--- config.mk ---
export PLATFORM = sky130hd
export DESIGN_NAME = winner_dispatch
export DESIGN_NICKNAME = d
export VERILOG_FILES = /design/src/rtl/winner_dispatch.sv
export SDC_FILE = /design/constraint.sdc
export NUM_CORES = 1
export LEC_CHECK = 0
export ABC_CLOCK_PERIOD_IN_PS = 2200
export CAP_MARGIN = 20
export CORE_MARGIN = 1
export CORE_UTILIZATION = 38
export DETAILED_ROUTE_END_ITERATION = 8
export PLACE_DENSITY = 0.73
export SETUP_SLACK_MARGIN = 0.02
export SLEW_MARGIN = 20
export SYNTH_ARGS = -nofsm -noshare
export SYNTH_HDL_FRONTEND = slang
export SYNTH_SLANG_ARGS = --single-unit
--- constraint.sdc ---
create_clock -name i_clk -period 2.2 [get_ports i_clk]
set_input_delay 0.55 -clock i_clk [delete_from_list [all_inputs] [get_ports i_clk]]
set_output_delay 0.55 -clock i_clk [all_outputs]
set_load 0.005 [all_outputs]
--- src/rtl/winner_dispatch.sv ---
// Turns a registered comparator winner into a serial REWARD/DECAY command
// stream for the neuron update logic, followed by a refractory window.
`timescale 1ns/1ps
module winner_dispatch #(
    parameter int          p_width  = 22,
    parameter int unsigned p_min    = 1,
    parameter int unsigned p_refrac = 4
) (
    input  logic               i_clk,
    input  logic               i_rst,
    input  logic               i_valid,
    output logic               o_ready,
    input  logic [3:1]         i_index,
    input  logic [p_width-1:0] i_result,
    output logic               o_upd_valid,
    input  logic               i_upd_ready,
    output logic [3:1]         o_upd_sel,
    output logic               o_upd_reward,
    output logic [p_width-1:0] o_upd_value,
    output logic               o_nowin,
    output logic               o_busy
);

    localparam int CW = (p_refrac > 1) ? $clog2(p_refrac) : 1;
    localparam logic [p_width-1:0] MIN_VAL = p_width'(p_min);

    typedef enum logic [1:0] {
        S_IDLE,
        S_REWARD,
        S_DECAY,
        S_REFRAC
    } state_t;

    state_t             state_q, state_d;
    logic [3:1]         win_q, win_d;
    logic [3:1]         lose_q, lose_d;
    logic [p_width-1:0] val_q, val_d;
    logic [CW-1:0]      cnt_q, cnt_d;
    logic               nowin_q, nowin_d;
    logic [3:1]         in_win;
    logic [3:1]         dec_sel;

    // Lowest set bit wins ties and orders the DECAY commands
    function automatic logic [3:1] lowbit(input logic [3:1] m);
        logic [3:1] r;
        r = 3'b000;
        priority case (1'b1)
            m[1]:    r = 3'b001;
            m[2]:    r = 3'b010;
            m[3]:    r = 3'b100;
            default: r = 3'b000;
        endcase
        return r;
    endfunction

    assign in_win  = lowbit(i_index);
    assign dec_sel = lowbit(lose_q);

    always_ff @(posedge i_clk) begin
        if (i_rst) begin
            state_q <= S_IDLE;
            win_q   <= '0;
            lose_q  <= '0;
            val_q   <= '0;
            cnt_q   <= '0;
            nowin_q <= 1'b0;
        end else begin
            state_q <= state_d;
            win_q   <= win_d;
            lose_q  <= lose_d;
            val_q   <= val_d;
            cnt_q   <= cnt_d;
            nowin_q <= nowin_d;
        end
    end

    always_comb begin
        state_d = state_q;
        win_d   = win_q;
        lose_d  = lose_q;
        val_d   = val_q;
        cnt_d   = cnt_q;
        nowin_d = 1'b0;
        unique case (state_q)
            S_IDLE: begin
                if (i_valid) begin
                    if (i_index == 3'b000 || i_result < MIN_VAL) begin
                        nowin_d = 1'b1;
                    end else begin
                        win_d   = in_win;
                        lose_d  = ~in_win;
                        val_d   = i_result;
                        state_d = S_REWARD;
                    end
                end
            end
            S_REWARD: begin
                if (i_upd_ready) state_d = S_DECAY;
            end
            S_DECAY: begin
                if (i_upd_ready) begin
                    lose_d = lose_q & ~dec_sel;
                    if (lose_d == 3'b000) begin
                        if (p_refrac == 0) begin
                            state_d = S_IDLE;
                        end else begin
                            state_d = S_REFRAC;
                            cnt_d   = CW'(p_refrac - 1);
                        end
                    end
                end
            end
            S_REFRAC: begin
                if (cnt_q == '0) state_d = S_IDLE;
                else             cnt_d   = cnt_q - CW'(1);
            end
            default: state_d = S_IDLE;
        endcase
    end

    always_comb begin
        o_upd_valid  = 1'b0;
        o_upd_sel    = 3'b000;
        o_upd_reward = 1'b0;
        unique case (state_q)
            S_REWARD: begin
                o_upd_valid  = 1'b1;
                o_upd_sel    = win_q;
                o_upd_reward = 1'b1;
            end
            S_DECAY: begin
                o_upd_valid = 1'b1;
                o_upd_sel   = dec_sel;
            end
            default: ;
        endcase
    end

    assign o_ready     = (state_q == S_IDLE) & ~i_rst;
    assign o_busy      = (state_q != S_IDLE);
    assign o_nowin     = nowin_q;
    assign o_upd_value = val_q;

endmodule

==> results by stage, run 1 <==
Outcome:
- The flow ran to the end, and the final reports show no timing, DRC or antenna violations.

Worst setup path:
- Setup slack on the worst reg-to-reg path comes out at 0.31 ns.
- The reg-to-reg startpoint is state_q[1].
- The peak fanout along the critical path is 5.
- The number of cells on the worst reg-to-reg path is 8.
- The category of the critical setup timing path is flip-flop to output port.
- The type of element launching the critical path is a flip-flop.
- Grouping stages by cell kind, the critical path spends the most delay in buffers and inverters.
- The required time of the worst setup path is 1.65 ns.
- The signal on the critical path passes through inv_1, ha_2, clkdlybuf4s50_1.
- The endpoint identified for the worst register-to-register timing path is lose_q[1].
- For this run, the slowest stage of the critical path takes 0.50 ns.
- The number of buffer and inverter stages on the critical path is 2.
- The slowest stage of the critical path is the sky130_fd_sc_hd__clkdlybuf4s50_1 cell.
- The worst setup path is captured at an output port.
- The endpoint arrival time on the critical path is 1.56 ns.

Clocking:
- The later-pin clock latency in the skew report is 0.29 ns.
- The longest clock path from root to sink contains 2 buffers.
- The clock slew at the register clock pins of the worst setup and hold paths is 0.07 ns.
- TritonCTS built the clock tree.
- Clock tree synthesis inserted a total of 5 buffers.
- The maximum level of the CTS H-tree is 2.
- After clock tree synthesis, the flow added hold-fix buffers numbering 0.
- The number of clock sinks is 33.
- The root buffer cell chosen for the clock tree is sky130_fd_sc_hd__clkbuf_8.

Job:
- Across the run, the number of max-cap violations was 0.

Power:
- Cell internal power was estimated by the tool at 1.78 mW.
- The sequential group share of total power is 0.316.
- The combinational power share is 0.459.
- VDD sags by at most 0.718 mV.
- The power density relative to cell area is 1030 mW/mm2.
- The part of the power in the clock network is 0.225.
- The leakage dissipation is 1.21 nW.
- The fraction of power spent switching nets is 0.318.
- The reported net switching power is 827 uW.

Finish:
- In the final layout, the share of cells above drive strength 1 is 0.171.
- The number of antenna diodes in the final layout is 0.
- Counting the fill cells in the layout gives 296.
- The library cell used most frequently in the layout, excluding fill and tap cells, is sky130_fd_sc_hd__clkdlybuf4s50_1.
- Leaving out fill and tap cells, the most frequent cells in the layout are sky130_fd_sc_hd__clkdlybuf4s50_1, sky130_fd_sc_hd__dfxtp_1, sky130_fd_sc_hd__nor2_1, sky130_fd_sc_hd__mux2i_1, sky130_fd_sc_hd__buf_4.
- At the end of the flow, the number of nets in the layout was 273.
- The share of the core filled with cells is 0.672.
- The layout overhead on the synthesized area is 65.4%.
- The number of standard cells in the layout, taps in and fillers out is 288.

Drt:
- In this run the remaining antenna-violating nets after routing total 0.
- The detailed router finished its first iteration with 45 violations.
- The detailed-route via count is 1423.
- For this run, design rule violations remaining after detail routing come to 0.
- The via density per instance is 4.94.
- After detailed routing, the average wire length per cell comes to 13.0 um.
- The total wire length is 3750 um.
- The pre-antenna-repair detailed-routing pass consisted of 4 iterations.

Die:
- In this run the standard cell core region covers 0.00377 mm2.
- The die covers 0.00429 mm2.
- The number of standard-cell rows in the floorplan is 22.
- The width of the die is 65.5 um.
- The chip height is 65.5 um.
- The count of boundary I/O pins is 59.
- The effective utilization at floorplan is 0.406.

Placed design:
- In this run, placement finished with an instance count of 278.
- The wire-length estimate of the detail-placed layout is 2650 um.
- The count of input and output buffers is 58.
- The routability-driven placement congestion ratio is 0.777.

Timing:
- Timing would allow up to 0.474 GHz.
- The final-report max-slew violation count is 0.
- The worst path needs 2.11 ns of the cycle, external delays included.
- On the final layout, the worst clock skew is 0.0102 ns.
- The slew of the pin with the lowest slew margin is 0.387 ns.
- The count of endpoints failing hold in the final timing report came to 0.
- Setup violations remaining at the end of the flow were counted as 0.
- The worst pin sits at a relative slew slack of 0.739.
- The post-route fraction of the period consumed by the critical path is 0.958.

Synth:
- Of the synthesized area, sequential elements account for 0.431.
- The yosys synthesis warning count is 0.
- The average cell area after synthesis is 9.57 um2.
- The number of nets in the synthesized netlist is 194.
- Yosys mapped the design onto 36 distinct sky130hd cell types.
- The synthesized design contains 33 register bits.
- The cell area after technology mapping is 0.00153 mm2.
- The synthesized netlist cell count is 160.

Hold path:
- The tightest min-delay check is of the flip-flop to flip-flop type.
- The startpoint identified for the worst hold timing path is cnt_q[1].
- Along the worst hold path, the cell count comes to 2.
- The path with the worst hold slack has its endpoint at cnt_q[1].

Global route:
- The total overflow left after global routing is 0.
- The number of global-route vias before repair is 1351.
- Across every metal layer, demand over resource in global routing totals 0.185.
- The first-pass GRT wire length is 6040 um.
- Entering global routing, the biggest net connects 34 pins.
- The number of antenna violations at the first check in global routing is 0.
==> flip-flops by register name, indices dropped and copies added (netlist names) <==
| signal | cells |
|---|---|
| lose_q | 3 |
| o_nowin | 1 |
| win_q | 3 |
| cnt_q | 2 |
| state_q | 2 |
| o_upd_value | 22 |
==> what timing repair did <==
item,in CTS,in global routing
pin swaps,3,6
setup buffers,0,1
resized for setup,16,20
gates cloned,0,1
endpoints found under the setup margin,19,30
==> power by group through the flow <==
stage               Clock (mW)  Combinational, mW  Sequential, mW
floorplan                    0              0.628           0.821
global placement             0               1.08           0.822
detailed placement           0               1.09           0.822
CTS                      0.594               1.14           0.822
global route             0.622               1.30           0.846
finish                   0.587               1.19           0.823
==> cells by family (layout without fill, tap and decap cells) <==
group,Yosys count,after routing,synth area share
AO/OA/AOI/OAI,25,25,0.119
adder cells (fa/ha/maj),6,6,0.0474
buffers and inverters,14,94,0.0507
flip-flops,33,33,0.431
multiplexers,26,26,0.170
AND/OR/NAND/NOR,56,56,0.181
==> tightest hold or removal path, delay by kind of cell (launching register included) <==
| family | cells | cell delay (ns) |
|---|---|---|
| buffers and inverters | 1 | 0.06 |
| AOI/OAI and AO/OA | 1 | 0.07 |
| DFF | 1 | 0.31 |
==> final cells by class <==
class	count	area (um2)	share of cell area
multi-input cells	113	865	0.341
clock inverters	1	30.0	0.0119
clock buffers	7	86.3	0.0341
repair buffers	78	800	0.316
inverters	8	30.0	0.0119
well taps	48	60.1	0.0237
flip-flops and latches	33	662	0.261
==> worst max path at each step <==
| stage | from | end | slack, ns | depth (start not counted) |
|---|---|---|---|---|
| floorplan | i_result[16] | o_upd_value[10] | 0.29 | 6 |
| global placement | i_result[2] | state_q[0] | -0.34 | 7 |
| detailed placement | i_result[2] | state_q[0] | -0.43 | 7 |
| CTS | state_q[1] | o_busy | 0.05 | 4 |
| global route | i_result[12] | o_upd_value[0] | -0.006 | 7 |
| finish | state_q[1] | o_upd_valid | 0.09 | 3 |
==> routing by layer <==
layer / wire [um] / global-route usage / up-vias
met4: 28 / 0.0571 / 0
li1: - / - / 722
met1: 1770 / 0.227 / 655
met5: 0 / 0 / -
met3: 289 / 0.0816 / 4
met2: 1660 / 0.290 / 42
==> cells in the mapped netlist <==
library cell,number,area [um2]
sky130_fd_sc_hd__o311ai_0,1,8.76
sky130_fd_sc_hd__clkbuf_1,2,7.51
sky130_fd_sc_hd__o31a_1,1,8.76
sky130_fd_sc_hd__maj3_1,1,10.0
sky130_fd_sc_hd__o41ai_1,1,8.76
sky130_fd_sc_hd__nor3_1,1,5.00
sky130_fd_sc_hd__o21ai_0,6,30.0
sky130_fd_sc_hd__o21ai_1,1,5.00
sky130_fd_sc_hd__or3_2,1,7.51
sky130_fd_sc_hd__a22o_1,1,8.76
sky130_fd_sc_hd__a22oi_1,1,7.51
sky130_fd_sc_hd__nand3b_1,1,7.51
sky130_fd_sc_hd__nor4_1,5,31.3
sky130_fd_sc_hd__nor2_1,28,105
sky130_fd_sc_hd__o32ai_1,1,8.76
sky130_fd_sc_hd__a221oi_1,2,17.5
sky130_fd_sc_hd__ha_1,5,62.6
sky130_fd_sc_hd__a21oi_1,5,25.0
sky130_fd_sc_hd__nand2b_1,6,37.5
sky130_fd_sc_hd__nor2b_1,4,25.0
sky130_fd_sc_hd__or4_1,1,7.51
sky130_fd_sc_hd__nor3b_1,1,7.51
sky130_fd_sc_hd__nand2_1,3,11.3
sky130_fd_sc_hd__nand4_1,1,6.26
sky130_fd_sc_hd__a21boi_0,1,7.51
sky130_fd_sc_hd__buf_8,2,30.0
sky130_fd_sc_hd__mux2i_1,26,260
sky130_fd_sc_hd__dfxtp_1,33,661
sky130_fd_sc_hd__nand3_1,2,10.0
sky130_fd_sc_hd__o21a_1,2,15.0
sky130_fd_sc_hd__inv_1,8,30.0
sky130_fd_sc_hd__and3_1,1,6.26
sky130_fd_sc_hd__nor4bb_1,1,10.0
sky130_fd_sc_hd__buf_2,2,10.0
sky130_fd_sc_hd__o211ai_4,1,21.3
sky130_fd_sc_hd__o32a_1,1,10.0
==> metrics by stage <==
stage | instance area, um2 | hold slack [ns] | setup TNS [ns] | setup WS, ns | total power [mW]
final | 2530 | 0.493 | 0 | 0.0924 | 2.60
after global routing | 2530 | 0.522 | -0.00645 | -0.00645 | 2.77
after CTS | 2430 | 0.499 | 0 | 0.0489 | 2.55
after detailed placement | 2270 | 0.487 | -8.74 | -0.429 | 1.91
after global placement | 2270 | 0.473 | -7.23 | -0.338 | 1.91
after floorplan | 1530 | 0.464 | 0 | 0.288 | 1.45
No activity file was read; power rests on OpenSTA's default activity.
==> inputs of run 2 (changes only) <==
Settings changed: CORE_UTILIZATION 38 to 40, PLACE_DENSITY 0.73 to 0.76.
==> run 2 against run 1 <==
  * Utilization is 2.5 points higher
  * Combinational power grew 4%
  * Sequential cell count is the same
  * Cell area grew 0.64%
  * Sequential share of layout area is 0.17 points lower
  * Clock power down 22%
  * Via count grew 3.7%
  * Register-to-register slack better by 0.03 ns
  * Critical path type unchanged
  * Largest cell class unchanged
  * Highest routed layer unchanged
==> results by stage, run 2 (same netlist as run 1, synthesis figures left out) <==
Worst setup path:
- The critical path goes through inv_1, ha_2, inv_2, clkdlybuf4s50_1.
- The highest cell delay on the worst timing path is 0.50 ns (about the same).
- The setup slack on the worst flop-to-flop path is 0.34 ns (+0.03 ns).
- The kind of cell with the highest combined delay along the critical path is buffers and inverters.
- The category of the critical setup timing path is flip-flop to output port.
- The reg-to-reg startpoint is state_q[1].
- The largest individual stage delay along the critical path comes from the cell sky130_fd_sc_hd__clkdlybuf4s50_1.
- The endpoint arrival time on the critical path came to 1.57 ns (about the same).
- The depth of the worst register-to-register path is 8 (unchanged).
- The worst setup path is captured at an output port.
- The worst register-to-register path ends at lose_q[1].
- The worst setup path is launched from a flip-flop.
- The required time of the worst setup path came to 1.65 ns (about the same).
- The number of buffer and inverter stages on the critical path is 3 (+1).
- The peak fanout along the critical path is 7 (+2).

Timing:
- The setup TNS came to 0 ns (unchanged).
- The count of endpoints failing hold in the final timing report came to 0 (unchanged).
- The highest clock rate came to 0.472 GHz (-0.59%).
- The final-report max-slew violation count is 0 (unchanged).
- The setup clock skew after layout is 0.00669 ns (-0.00348 ns).
- The post-route fraction of the period consumed by the critical path is 0.964 (+0.00569).
- The worst hold slack came to 0.496 ns (+0.00255 ns).
- The smallest setup slack after layout is 0.0799 ns (-0.0125 ns).
- Setup repair after global routing left no endpoint under its margin.
- The worst max-slew margin expressed relative to the limit came to 0.729 (-0.0102).
- The number of endpoints failing setup at the final stage is 0 (unchanged).
- The slew of the pin with the lowest slew margin was 0.403 ns (+0.0152 ns).
- The post-route minimum period came to 2.12 ns (+0.0125 ns).

Finish:
- The share of final-layout standard cells stronger than drive strength 1 is 0.208 (+0.0373).
- The library cell used most frequently in the layout, excluding fill and tap cells, is sky130_fd_sc_hd__clkdlybuf4s50_1.
- The filler cell count in the final layout is 282 (-4.7%).
- The number of antenna repair diodes was 0 (unchanged).
- The number of flip-flops in the largest register is 22 (unchanged).
- The total number of nets in the final design is 278 (+1.8%).
- From synthesis to final layout, the design area changed by 66.4%.
- The top cell types in the final layout, fill and taps aside, are sky130_fd_sc_hd__clkdlybuf4s50_1, sky130_fd_sc_hd__dfxtp_1, sky130_fd_sc_hd__nor2_1, sky130_fd_sc_hd__mux2i_1, sky130_fd_sc_hd__buf_4.

Power:
- The power density relative to cell area is 990 mW/mm2 (-3.7%).
- The total power draw was 2.52 mW (-3.1%).
- The leakage dissipation is 1.19 nW (-1.8%).
- The worst-case vdd ir drop is 0.607 mV (-15%).

Placed design:
- The count of input and output buffers came to 58 (unchanged).
- The routability-driven placement congestion ratio came to 0.758 (-2.5%).
- The placed wire-length estimate was 2640 um (about the same).
- The worst setup slack after placement is -0.388 ns (+0.0408 ns).

Global route:
- The pin count of the biggest net entering global routing is 34 (unchanged).
- The number of global-route vias before repair was 1438 (+6.4%).
- The total routing usage reported by global routing is 0.207 (+0.0215).
- The number of antenna violations at the first check in global routing is 0 (unchanged).
- The first-pass GRT wire length is 6510 um (+7.6%).
- The sum of overflow across all layers after global routing is 0 (unchanged).

Clocking:
- TritonCTS built the clock tree.
- The later-pin clock latency in the skew report came to 0.29 ns (about the same).
- The number of clock sinks is 33 (unchanged).
- The number of buffers between clock root and the deepest sink was 2 (unchanged).
- The clock slew at the register clock pins of the worst setup and hold paths is 0.07 ns (about the same).
- The maximum level of the CTS H-tree came to 2 (unchanged).
- The root cell of the clock tree is sky130_fd_sc_hd__clkbuf_8.
- The clock buffer count from CTS is 5 (unchanged).

Die:
- The chip height is 63.9 um (-2.5%).
- The count of boundary I/O pins came to 59 (unchanged).
- The area inside the core boundary is 0.00366 mm2 (-2.9%).
- The effective utilization at floorplan is 0.418 (+0.0122).
- The width of the die was 63.9 um (-2.5%).
- The number of standard-cell rows in the floorplan is 22 (unchanged).
- The die area is 0.00408 mm2 (-4.9%).

Hold path:
- The startpoint identified for the worst hold timing path is o_upd_value[14].
- The min-delay analysis places its worst path in the category flip-flop to flip-flop.
- The cell count of the worst hold path is 2 (unchanged).
- The path with the worst hold slack has its endpoint at o_upd_value[14].

Outcome:
- The flow ran to the end, and the final reports show no timing, DRC or antenna violations.

Drt:
- The total wire length is 3900 um (+4.0%).
- The number of DRC violations after detailed routing was 0 (unchanged).
- The post-detailed-route count of antenna-violating nets was 0 (unchanged).
- The detailed-route via count is 1475 (+3.7%).
- The total iterations of the first detailed-routing run is 4 (unchanged).
- The violation count after the first detailed-routing iteration is 60 (+33%).
- The detail-routed net length per standard cell was 13.3 um (+2.2%).
- The via density per instance is 5.03 (+1.9%).

Job:
- The max-cap check violation count was 0 (unchanged).
run 2: cell count changes in the layout (fill, tap and decap cells not counted), sizes merged:
cell,previous run,this run
buf,19,25
clkbuf,8,5
clkinv,0,2
dlymetal6s2s,13,10
clkinvlp,0,1
clkdlybuf4s50,41,44
bufinv,1,0
run 2: what timing repair did:
item                                    CTS  global route
gates cloned                              1             0
endpoints found under the setup margin   33            31
buffers inserted                          3             2
pin swaps                                 4             8
hold buffers                              0             0
resized for setup                        18            21
run 2: cell type report:
| cell class | instances | area [um2] | share of cell area |
|---|---|---|---|
| Sequential cell | 33 | 662 | 0.260 |
| Inverter | 8 | 30.0 | 0.0118 |
| Clock buffer | 5 | 68.8 | 0.0270 |
| Timing Repair Buffer | 83 | 836 | 0.328 |
| Clock inverter | 3 | 17.5 | 0.00687 |
| Tap cell | 48 | 60.1 | 0.0236 |
| Multi-Input combinational cell | 113 | 875 | 0.343 |
run 2: how the worst max path moves through the flow:
stage / slack (ns) / cells past startpoint / to / start
CTS: 0.03 / 8 / o_upd_value[7] / i_result[15]
detailed placement: -0.39 / 7 / state_q[0] / i_result[1]
floorplan: 0.29 / 6 / o_upd_value[10] / i_result[16]
global route: 0.02 / 8 / win_q[2] / i_result[9]
finish: 0.08 / 4 / o_busy / state_q[0]
global placement: -0.35 / 7 / state_q[0] / i_result[12]
run 2: metrics by stage:
stage / util / std cells / instance area, um2
global route: 0.696 / 293 / 2550
CTS: 0.680 / 292 / 2490
global placement: 0.628 / 280 / 2300
detailed placement: 0.628 / 280 / 2300
floorplan: - / 160 / 1530
finish: 0.696 / 293 / 2550
run 2: report_power, final:
group          switching [mW]  total [mW]  internal, mW
registers              0.0927       0.823         0.731
logic                   0.528        1.24         0.716
clock network           0.237       0.456         0.218
run 2: tightest hold or removal path: cells and delay by family, from the launching register on:
| kind | cells | cell delay, ns |
|---|---|---|
| flip-flops | 1 | 0.32 |
| AND/OR/NAND/NOR | 1 | 0.07 |
| multiplexers | 1 | 0.07 |
run 2: routing by layer:
| metal | track usage | wire [um] | part of all wire | vias up |
|---|---|---|---|---|
| li1 | - | - | - | 730 |
| met1 | 0.240 | 1720 | 0.44 | 697 |
| met2 | 0.339 | 1870 | 0.48 | 40 |
| met3 | 0.0625 | 229 | 0.059 | 8 |
| met4 | 0.108 | 68 | 0.017 | 0 |
| met5 | 0 | 0 | 0 | - |
==> inputs of run 3 (changes only) <==
Settings changed: DONT_BUFFER_PORTS from default to 1, PLACE_DENSITY 0.76 to 0.56.
==> run 3 against run 2 <==
  * Cell area is 34% lower
  * Utilization decreased by 24 points
  * Clock-buffer cell count is 1 higher
  * Register-to-register slack worse by 0.18 ns
  * Setup slack gained 0.036 ns
  * Non-clock buffer count shrank 79
  * Total power shrank 19%
  * First-iteration DRC count fell by 73%
  * Sequential power up 2.6%
  * Critical path depth increased by 1
  * Global-route usage is 3.8 points lower
  * Sequential share of layout area is 13 points higher
==> results by stage, run 3 (same netlist as run 1, synthesis figures left out) <==
Clocking:
- The root cell of the clock tree is sky130_fd_sc_hd__clkbuf_8.
- The maximum level of the CTS H-tree is 2 (unchanged).
- The number of clock sinks is 33 (unchanged).
- The later-pin clock latency in the skew report is 0.28 ns (about the same).
- The quantity of hold-fixing buffers added after cts is 0 (unchanged).
- The clock buffer count from CTS is 5 (unchanged).
- The clock tree from TritonCTS is yes.
- The number of buffers between clock root and the deepest sink is 2 (unchanged).
- The clock slew at the register clock pins of the worst setup and hold paths is 0.07 ns (about the same).

Timing:
- The final-report max-slew violation count came to 0 (unchanged).
- The count of endpoints failing hold in the final timing report came to 0 (unchanged).
- The post-route minimum period is 2.08 ns (-0.0356 ns).
- The number of endpoints failing setup at the final stage is 0 (unchanged).
- The post-route fraction of the period consumed by the critical path is 0.948 (-0.0162).
- Setup repair after global routing left no endpoint under its margin.
- The slew of the pin with the lowest slew margin is 0.372 ns (-0.0307 ns).
- The setup TNS is 0 ns (unchanged).
- The worst max-slew margin expressed relative to the limit came to 0.750 (+0.0207).
- The setup clock skew after layout is 0.00258 ns (-0.00411 ns).
- The highest clock rate was 0.480 GHz (+1.7%).

Finish:
- In the layout the commonest cells are sky130_fd_sc_hd__dfxtp_1, sky130_fd_sc_hd__nor2_1, sky130_fd_sc_hd__mux2i_1, sky130_fd_sc_hd__inv_1.
- The number of antenna repair diodes is 0 (unchanged).
- The number of standard cells in the layout, taps in and fillers out is 214 (-27%).
- The number of flip-flops in the largest register is 22 (unchanged).
- The share of final-layout standard cells stronger than drive strength 1 is 0.0843 (-0.124).
- The share of the core filled with cells was 0.459 (-0.237).
- The total number of nets in the final design is 199 (-28%).
- From synthesis to final layout, the design area changed by 9.80%.
- The library cell used most frequently in the layout, excluding fill and tap cells, is sky130_fd_sc_hd__dfxtp_1.

Global route:
- The routing usage on met2 is 0.275 (-0.0638).
- The first-pass GRT wire length is 5180 um (-20%).
- The fraction of met1 tracks used by global routing is 0.179 (-0.0609).
- The pin count of the biggest net entering global routing is 35 (+2.9%).
- The busiest metal layer after global routing is met2.
- The met3 usage is 0.0679 (+0.00536).
- The number of antenna violations at the first check in global routing is 0 (unchanged).
- The total routing usage reported by global routing came to 0.169 (-0.0376).
- The number of global-route vias before repair was 1177 (-18%).
- The sum of overflow across all layers after global routing is 0 (unchanged).

Worst setup path:
- Walking the worst path, the cells encountered are inv_1, ha_4, nor4bb_1, a21oi_1, nor2b_1.
- The worst register-to-register path begins at state_q[1].
- The type of element launching the critical path is a flip-flop.
- The most critical setup path has its startpoint at state_q[0].
- The timing endpoint of the critical path is o_upd_sel[3].
- The required time of the worst setup path is 1.65 ns (about the same).
- The depth of the worst register-to-register path is 8 (unchanged).
- The highest cell delay on the worst timing path is 0.34 ns (-0.16 ns).
- The number of cells on the critical path is 5 (+1).
- The number of buffer and inverter stages on the critical path is 1 (-2).
- The endpoint arrival time on the critical path came to 1.53 ns (-0.04 ns).
- The peak fanout along the critical path is 13 (+6).
- The critical path is of the flip-flop to output port type.
- In this design, the largest share of critical-path delay is due to simple AND/OR/NAND/NOR gates.
- The cell at the slowest stage of the critical path is sky130_fd_sc_hd__dfxtp_1.
- The setup slack on the worst flop-to-flop path is 0.16 ns (-0.18 ns).
- The sort of element at the end of the critical path is an output port.
- The capture instance of the worst register-to-register path is lose_q[1].

Placed design:
- The number of instances in the placed design was 206 (-26%).
- The routability-driven placement congestion ratio was 0.742 (-2.1%).
- The placed wire-length estimate is 2300 um (-13%).
- The count of input and output buffers is 0 (-100%).

Die:
- The area inside the core boundary is 0.00366 mm2 (unchanged).
- The count of boundary I/O pins is 59 (unchanged).
- The effective utilization at floorplan is 0.418 (unchanged).
- The die area is 0.00408 mm2 (unchanged).
- The number of standard-cell rows in the floorplan is 22 (unchanged).
- The chip height is 63.9 um (unchanged).
- The width of the die is 63.9 um (unchanged).

Power:
- The total power draw is 2.04 mW (-19%).
- The power density relative to cell area is 1220 mW/mm2 (+23%).
- The worst-case vdd ir drop is 0.539 mV (-11%).
- The leakage dissipation is 0.752 nW (-37%).

Drt:
- The number of DRC violations after detailed routing is 0 (unchanged).
- The detailed-route via count is 1181 (-20%).
- The detail-routed net length per standard cell is 14.9 um (+12%).
- The total iterations of the first detailed-routing run is 4 (unchanged).
- The total wire length was 3180 um (-18%).
- The violation count after the first detailed-routing iteration came to 16 (-73%).
- The post-detailed-route count of antenna-violating nets is 0 (unchanged).
- The via density per instance is 5.52 (+9.6%).

Job:
- The max-cap check violation count is 0 (unchanged).

Hold path:
- The class of the most critical hold timing path is primary input to flip-flop.

Outcome:
- The run finished with clean final reports.
==> run 3: worst min-delay path by stage <==
stage                         from              to  slack (ns)  cells past startpoint
after floorplan           win_q[2]        win_q[2]        0.46                      2
after global placement    cnt_q[1]        cnt_q[1]        0.47                      2
after detailed placement  cnt_q[1]        cnt_q[1]        0.48                      2
after CTS                    i_rst        win_q[1]        0.32                      1
after global routing         i_rst  o_upd_value[7]        0.31                      1
final                        i_rst        win_q[1]        0.33                      1
==> run 3: layer usage <==
metal  vias to the layer above  wire (um)
li1                        572          -
met2                        40       1540
met1                       560       1310
met5                         -          0
met4                         0        104
met3                         9        226
==> run 3: stage by stage <==
stage          cell area (um2)  worst slack (ns)  hold slack (ns)
2_1_floorplan             1530             0.288            0.464
3_3_place_gp              1590             0.144            0.470
3_5_place_dp              1590            0.0466            0.485
4_1_cts                   1670            0.0449            0.320
5_1_grt                   1680            0.0221            0.315
6_report                  1680             0.115            0.333
==> run 3: layout make-up <==
cell class / instances / area (um2)
clock buffer: 6 / 72.6
tap: 48 / 60.1
sequential: 33 / 661
inverter: 8 / 30.0
multi-input combinational: 113 / 806
timing repair buffer: 4 / 42.5
clock inverter: 2 / 10.0
fill: 344 / 1980
==> run 3: report_power, final <==
| group | internal (mW) | leakage, nW | switching (mW) |
|---|---|---|---|
| registers | 0.730 | 0.271 | 0.114 |
| logic | 0.366 | 0.436 | 0.401 |
| clock network | 0.219 | 0.0450 | 0.215 |
==> run 3: what timing repair did <==
action                                  in CTS  in global routing
buffers inserted                             0                  0
resized for setup                            1                  1
endpoints found under the setup margin       1                  1
pin swaps                                    0                  0
gates cloned                                 0                  0
